## src/rtl/updown_counter_if.sv

```systemverilog
// ---------------------------------------------------------------------------
// updown_counter_if : control/status bundle for updown_counter
// Revision 1.0
// ---------------------------------------------------------------------------
`default_nettype none

interface updown_counter_if #(
  parameter int N = 8
);
  logic [N-1:0] i_r;
  logic         i_l;
  logic         i_e;
  logic         i_up;
  logic [1:0]   i_mode;
  logic [N-1:0] i_max;
  logic [N-1:0] o_q;
  logic         o_tc;
  logic         o_zero;
  logic         o_done;

  modport master (
    output i_r, i_l, i_e, i_up, i_mode, i_max,
    input  o_q, o_tc, o_zero, o_done
  );

  modport slave (
    input  i_r, i_l, i_e, i_up, i_mode, i_max,
    output o_q, o_tc, o_zero, o_done
  );
endinterface

`default_nettype wire

```

## src/rtl/updown_counter.sv

```systemverilog
// ---------------------------------------------------------------------------
// updown_counter : N-bit loadable up/down counter, wrap/saturate/one-shot
// Revision 1.0
// ---------------------------------------------------------------------------
`default_nettype none

module updown_counter #(
  parameter int N = 8
) (
  input  wire logic           clk,
  input  wire logic           rst,
  updown_counter_if.slave     bus
);

  localparam logic [1:0] c_MODE_WRAP    = 2'b00;
  localparam logic [1:0] c_MODE_SAT     = 2'b01;
  localparam logic [1:0] c_MODE_ONESHOT = 2'b10;

  logic [N-1:0] r_q;
  logic         r_tc;
  logic         r_done;

  logic [N-1:0] w_load_val;
  logic         w_above_max;
  logic         w_at_max;
  logic         w_at_zero;

  assign w_load_val  = (bus.i_r > bus.i_max) ? bus.i_max : bus.i_r;
  assign w_above_max = (r_q > bus.i_max);
  assign w_at_max    = (r_q == bus.i_max);
  assign w_at_zero   = (r_q == '0);

  // Boundaries are tested before stepping, so +1/-1 can never wrap silently.
  always_ff @(posedge clk) begin
    if (rst) begin
      r_q    <= '0;
      r_tc   <= 1'b0;
      r_done <= 1'b0;
    end else if (bus.i_l) begin
      r_q    <= w_load_val;
      r_tc   <= 1'b0;
      r_done <= 1'b0;
    end else if (bus.i_e && !r_done) begin
      if (w_above_max) begin
        r_q  <= bus.i_max;
        r_tc <= 1'b0;
      end else if (bus.i_up) begin
        if (w_at_max) begin
          r_tc <= 1'b1;
          case (bus.i_mode)
            c_MODE_SAT:     r_q    <= r_q;
            c_MODE_ONESHOT: r_done <= 1'b1;
            default:        r_q    <= '0;
          endcase
        end else begin
          r_q  <= r_q + 1'b1;
          r_tc <= 1'b0;
        end
      end else begin
        if (w_at_zero) begin
          r_tc <= 1'b1;
          case (bus.i_mode)
            c_MODE_SAT:     r_q    <= r_q;
            c_MODE_ONESHOT: r_done <= 1'b1;
            default:        r_q    <= bus.i_max;
          endcase
        end else begin
          r_q  <= r_q - 1'b1;
          r_tc <= 1'b0;
        end
      end
    end else begin
      r_tc <= 1'b0;
    end
  end

  assign bus.o_q    = r_q;
  assign bus.o_tc   = r_tc;
  assign bus.o_done = r_done;
  assign bus.o_zero = w_at_zero;

endmodule

`default_nettype wire

```

## src/flat_wrapper.sv

```systemverilog
// flat-port wrapper written by rule: the top's interface ports become plain ports
module updown_counter_flat 
#(
  parameter int N = 8
)
  (clk, rst, bus_i_r, bus_i_l, bus_i_e, bus_i_up, bus_i_mode, bus_i_max, bus_o_q, bus_o_tc, bus_o_zero, bus_o_done);
  updown_counter_if #(.N(N)) bus_i ();
  input  wire logic clk;
  input  wire logic rst;
  input wire logic [$bits(bus_i.i_r)-1:0] bus_i_r;
  input wire logic [$bits(bus_i.i_l)-1:0] bus_i_l;
  input wire logic [$bits(bus_i.i_e)-1:0] bus_i_e;
  input wire logic [$bits(bus_i.i_up)-1:0] bus_i_up;
  input wire logic [$bits(bus_i.i_mode)-1:0] bus_i_mode;
  input wire logic [$bits(bus_i.i_max)-1:0] bus_i_max;
  output wire logic [$bits(bus_i.o_q)-1:0] bus_o_q;
  output wire logic [$bits(bus_i.o_tc)-1:0] bus_o_tc;
  output wire logic [$bits(bus_i.o_zero)-1:0] bus_o_zero;
  output wire logic [$bits(bus_i.o_done)-1:0] bus_o_done;
  assign bus_i.i_r = bus_i_r;
  assign bus_i.i_l = bus_i_l;
  assign bus_i.i_e = bus_i_e;
  assign bus_i.i_up = bus_i_up;
  assign bus_i.i_mode = bus_i_mode;
  assign bus_i.i_max = bus_i_max;
  assign bus_o_q = bus_i.o_q;
  assign bus_o_tc = bus_i.o_tc;
  assign bus_o_zero = bus_i.o_zero;
  assign bus_o_done = bus_i.o_done;
  updown_counter #(.N(N)) u_core (.clk(clk), .rst(rst), .bus(bus_i));
endmodule
```

## config.mk

```make
export PLATFORM = sky130hd
export DESIGN_NAME = updown_counter_flat
export DESIGN_NICKNAME = d
export VERILOG_FILES = /design/src/rtl/updown_counter_if.sv /design/src/rtl/updown_counter.sv /design/src/flat_wrapper.sv
export SDC_FILE = /design/constraint.sdc
export NUM_CORES = 1
export LEC_CHECK = 0
export CORE_MARGIN = 2
export CORE_UTILIZATION = 56
export CTS_CLUSTER_DIAMETER = 100
export DETAILED_ROUTE_END_ITERATION = 7
export HOLD_SLACK_MARGIN = 0.08
export MAX_ROUTING_LAYER = met4
export PLACE_DENSITY = 0.91
export RECOVER_POWER = 100
export SYNTH_ARGS = -nofsm -noshare
export SYNTH_HDL_FRONTEND = slang
export SYNTH_SLANG_ARGS = --single-unit
export TNS_END_PERCENT = 30
```

## constraint.sdc

```tcl
create_clock -name clk -period 3.7 [get_ports clk]
set_input_delay 0.925 -clock clk [delete_from_list [all_inputs] [get_ports clk]]
set_output_delay 0.925 -clock clk [all_outputs]
set_load 0.01 [all_outputs]
```

==> metrics.yaml, run 1 <==
outcome:
  outcome: "finished clean"
sta:
  totalNegativeSetupSlack_ns: 0
  maxSlewViolCount: 0
  final.period_utilization: 0.916
  fin_skew_ns: 0.00453
  fin_ws_ns: 0.311
  final-setup-viol-count: 0
  max_slew_margin: 0.600
  rsz0062_at_grt: "no"
  clock.fmax_mhz: 295
  tightestPinTransition_ns: 0.599
  hold_viol_final: 0
  fin_crit_ns: 3.39
setup_path:
  ff2ff_path_depth: 8
  rr_endpoint: "u_core.bus.o_q[7]"
  worstSetupPathType: "input pin to flip-flop"
  cp-endpoint: "u_core.bus.o_q[7]"
  crit_fanout: 11
  slowest_stage: "dlygate4sd3_1"
  path_cells: "dlygate4sd3_1 -> inv_1 -> ha_1 -> and4_1 -> and2_0 -> a211o_1 -> a41o_1 -> a211o_2 -> o32ai_1"
  regToRegSetupSlack_ns: 0.90
  max_stage_delay_ns: 0.59
  reg2reg_from: "u_core.bus.o_q[0]"
  cp.required_ns: 3.88
  cp-start-kind: "input pin"
  crit_arrival_ns: 3.57
  crit_start: "bus_i_max[7]"
  crit_path_end_kind: "flip-flop"
placement:
  dp_slack_ns: 0.207
  dpl_cell_area_um2: 1920
  dpl.hpwl_mm: 3.59
  place_congestion: 0.942
  placement.io_buffers: 33
clocking:
  worstSkewPairLatency_ns: 0.28
  htreeDepth: 1
  clock_sinks: 10
  cts_resized: 0
  cts_tree: "built"
  cts_buffers: 3
  cts_hold_buf: 0
  root_buffer: "clkbuf_4"
  clk_pin_slew_worst_paths_ns: 0.08
  post_cts_buffers: 0
  cts_buffer_depth: 2
global_routing:
  busiest_layer: "met2"
  grt_max_degree: 17
  grt_pass1_vias: 1590
  grtUsageMet3: 0.0385
  grt_usage: 0.302
  met1_usage: 0.423
  grtUsageMet2: 0.469
  antenna_found_initial: 0
  grt_overflow: 0
  grt_pass1_wl_mm: 7.73
yosys:
  avgSynthCellArea_um2: 7.75
  yosysWarnings: 0
  synth_top_area_share: 0.157
  synth_top_family_by_area: "compound AO/OA/AOI/OAI gates"
  ys_seq_area_frac: 0.125
  async_reset_ff_frac: 0
  syn_inst: 206
  ys.flop_type: "dfxtp_1"
  synth_xor_area_frac: 0.0384
  synth.distinct_cells: 47
  synth_fp_nets: 249
  synth_top_area_cell: "ha_1"
  synth_area_um2: 1600
  synth_compound_gate_area_share: 0.299
  yosys_register_bits: 10
  synth_edf_count: 0
  synth.top_cells.by_area: "ha_1 (16%), dfxtp_1 (13%), nor2b_1 (6.3%), mux2i_1 (5.6%), a21oi_1 (5.3%)"
  synthAdderAreaFrac: 0.157
  yosys.area_share.simple: 0.245
  muxShareOfSynthArea: 0.0564
floorplanning:
  die_w_um: 57.4
  rows: 19
  fp.coreArea_um2: 2730
  dieArea_um2: 3290
  io_pins: 34
  initial_core_util: 0.584
  die_h_um: 57.4
cells_and_area:
  drive_gt1_frac: 0.0558
  seqCellArea_um2: 200
  fill_cells: 226
  area_growth_pct: 21.6
  multi_input_comb_area_um2: 1260
  stdcell_area_um2: 1940
  n_antenna_cell: 0
  layout.nets: 277
  post-route-util: 0.710
pwr:
  clockPowerShare: 0.184
  fin_total_pwr_w: 0.000572
  power.switching_w: 0.000245
  powerDensity_nw_per_um2: 295
  sw_frac_of_total: 0.429
  ir_drop_v: 0.000307
  power_frac_seq: 0.276
  intPower_w: 0.000326
  p_leak_nw: 0.804
  pwr-share-comb: 0.540
flow_run:
  drv_cap: 0
detailed_routing:
  routedWlPerCell_um: 17.5
  first_iter_violations: 126
  vias_per_cell: 6.58
  dr.pass1.iters: 4
  ant_nets: 0
  drt-total-wl_mm: 4.63
  vias: 1738
  drc: 0
worst_hold_path:
  hold_class: "flip-flop to flip-flop"
==> cell usage after synthesis, types with 4 or more instances <==
cell type	number
a211oi_1	4
a21oi_1	17
a31oi_1	8
buf_2	4
clkbuf_1	7
dfxtp_1	10
ha_1	20
inv_1	15
mux2i_1	9
nand2_1	14
nand4_1	5
nor2_1	6
nor2b_1	16
nor3_1	11
o311ai_0	6
xor2_1	4
==> flip-flops by register name (all words and copies together), names as in the netlist <==
name	cells
u_core.bus.o_q	8
u_core.bus.o_done	1
u_core.bus.o_tc	1
==> area by class of cell <==
cell class | count | share of cell area
clock buffer | 4 | 0.0187
inverter | 15 | 0.0290
multi-input combinational | 168 | 0.647
sequential | 10 | 0.103
tap | 31 | 0.0200
timing repair buffer | 36 | 0.182
==> metrics by stage <==
stage | cells | hold WS (ns)
2_1_floorplan | 206 | 0.567
3_3_place_gp | 260 | 0.542
3_5_place_dp | 260 | 0.549
4_1_cts | 264 | 0.563
5_1_grt | 264 | 0.593
6_report | 264 | 0.563
==> worst max-delay path, delay by kind of cell <==
kind,cells,cell delay (ns)
buffers and inverters,2,0.70
adder cells (fa/ha/maj),1,0.34
AND/OR/NAND/NOR,2,0.38
AO/OA/AOI/OAI,4,1.23
==> cell families after synthesis <==
logic type / after synthesis
DFF: 10
AOI/OAI and AO/OA: 62
muxes: 9
buffers and inverters: 28
xor gates and xnor gates: 7
adders and majority gates: 20
and+or+nand+nor: 70
==> how the worst min path moves through the flow <==
stage | cells past startpoint | end | startpoint | slack (ns)
after floorplan | 2 | u_core.bus.o_q[5] | u_core.bus.o_q[5] | 0.57
final | 2 | u_core.bus.o_tc | u_core.bus.o_done | 0.56
after global routing | 2 | u_core.bus.o_tc | u_core.bus.o_done | 0.59
after CTS | 2 | u_core.bus.o_tc | u_core.bus.o_done | 0.56
after global placement | 2 | u_core.bus.o_done | u_core.bus.o_done | 0.54
after detailed placement | 2 | u_core.bus.o_tc | u_core.bus.o_done | 0.55
==> per-layer routing <==
metal / up-vias / part of all wire
met2: 85 / 0.47
met3: 11 / 0.064
met4: 0 / 0.015
met1: 805 / 0.45
li1: 837 / -
met5: - / 0
==> power groups by stage <==
| stage | Clock (W) | Combinational (W) | Sequential, W |
|---|---|---|---|
| after CTS | 0.000105 | 0.000314 | 0.000156 |
| after floorplan | 0 | 0.000229 | 0.000141 |
| after detailed placement | 0 | 0.000312 | 0.000159 |
| final | 0.000105 | 0.000309 | 0.000158 |
| after global routing | 0.000112 | 0.000342 | 0.000160 |
| after global placement | 0 | 0.000306 | 0.000159 |
==> cells in the final DEF, fill, tap and decap left out, types with 2 or more instances in the layout <==
cell type and instances:
nand2b_1 3, o21ai_0 3, mux2i_1 9, nand3_1 3, xnor2_1 3, nor2_1 6
clkdlybuf4s50_1 22, a21o_1 2, o21a_1 2, a31oi_1 8, dlygate4sd3_1 11, nor2b_1 16
inv_1 15, buf_4 3, o311ai_0 7, nand2_1 14, nor3_1 11, dfxtp_1 10
clkbuf_4 3, a21oi_1 17, and2_0 2, nand4_1 5, a22oi_1 3, and4_1 2
xor2_1 4, a211oi_1 4, a41oi_1 2, ha_1 20, nor4_1 3
Power figures use the tool's default switching activity.
==> run 2, diff against run 1 <==
CAP_MARGIN = 30   (was not set)
==> results of run 2 <==
Final layout, timing and power as in run 1 (identical DEF).
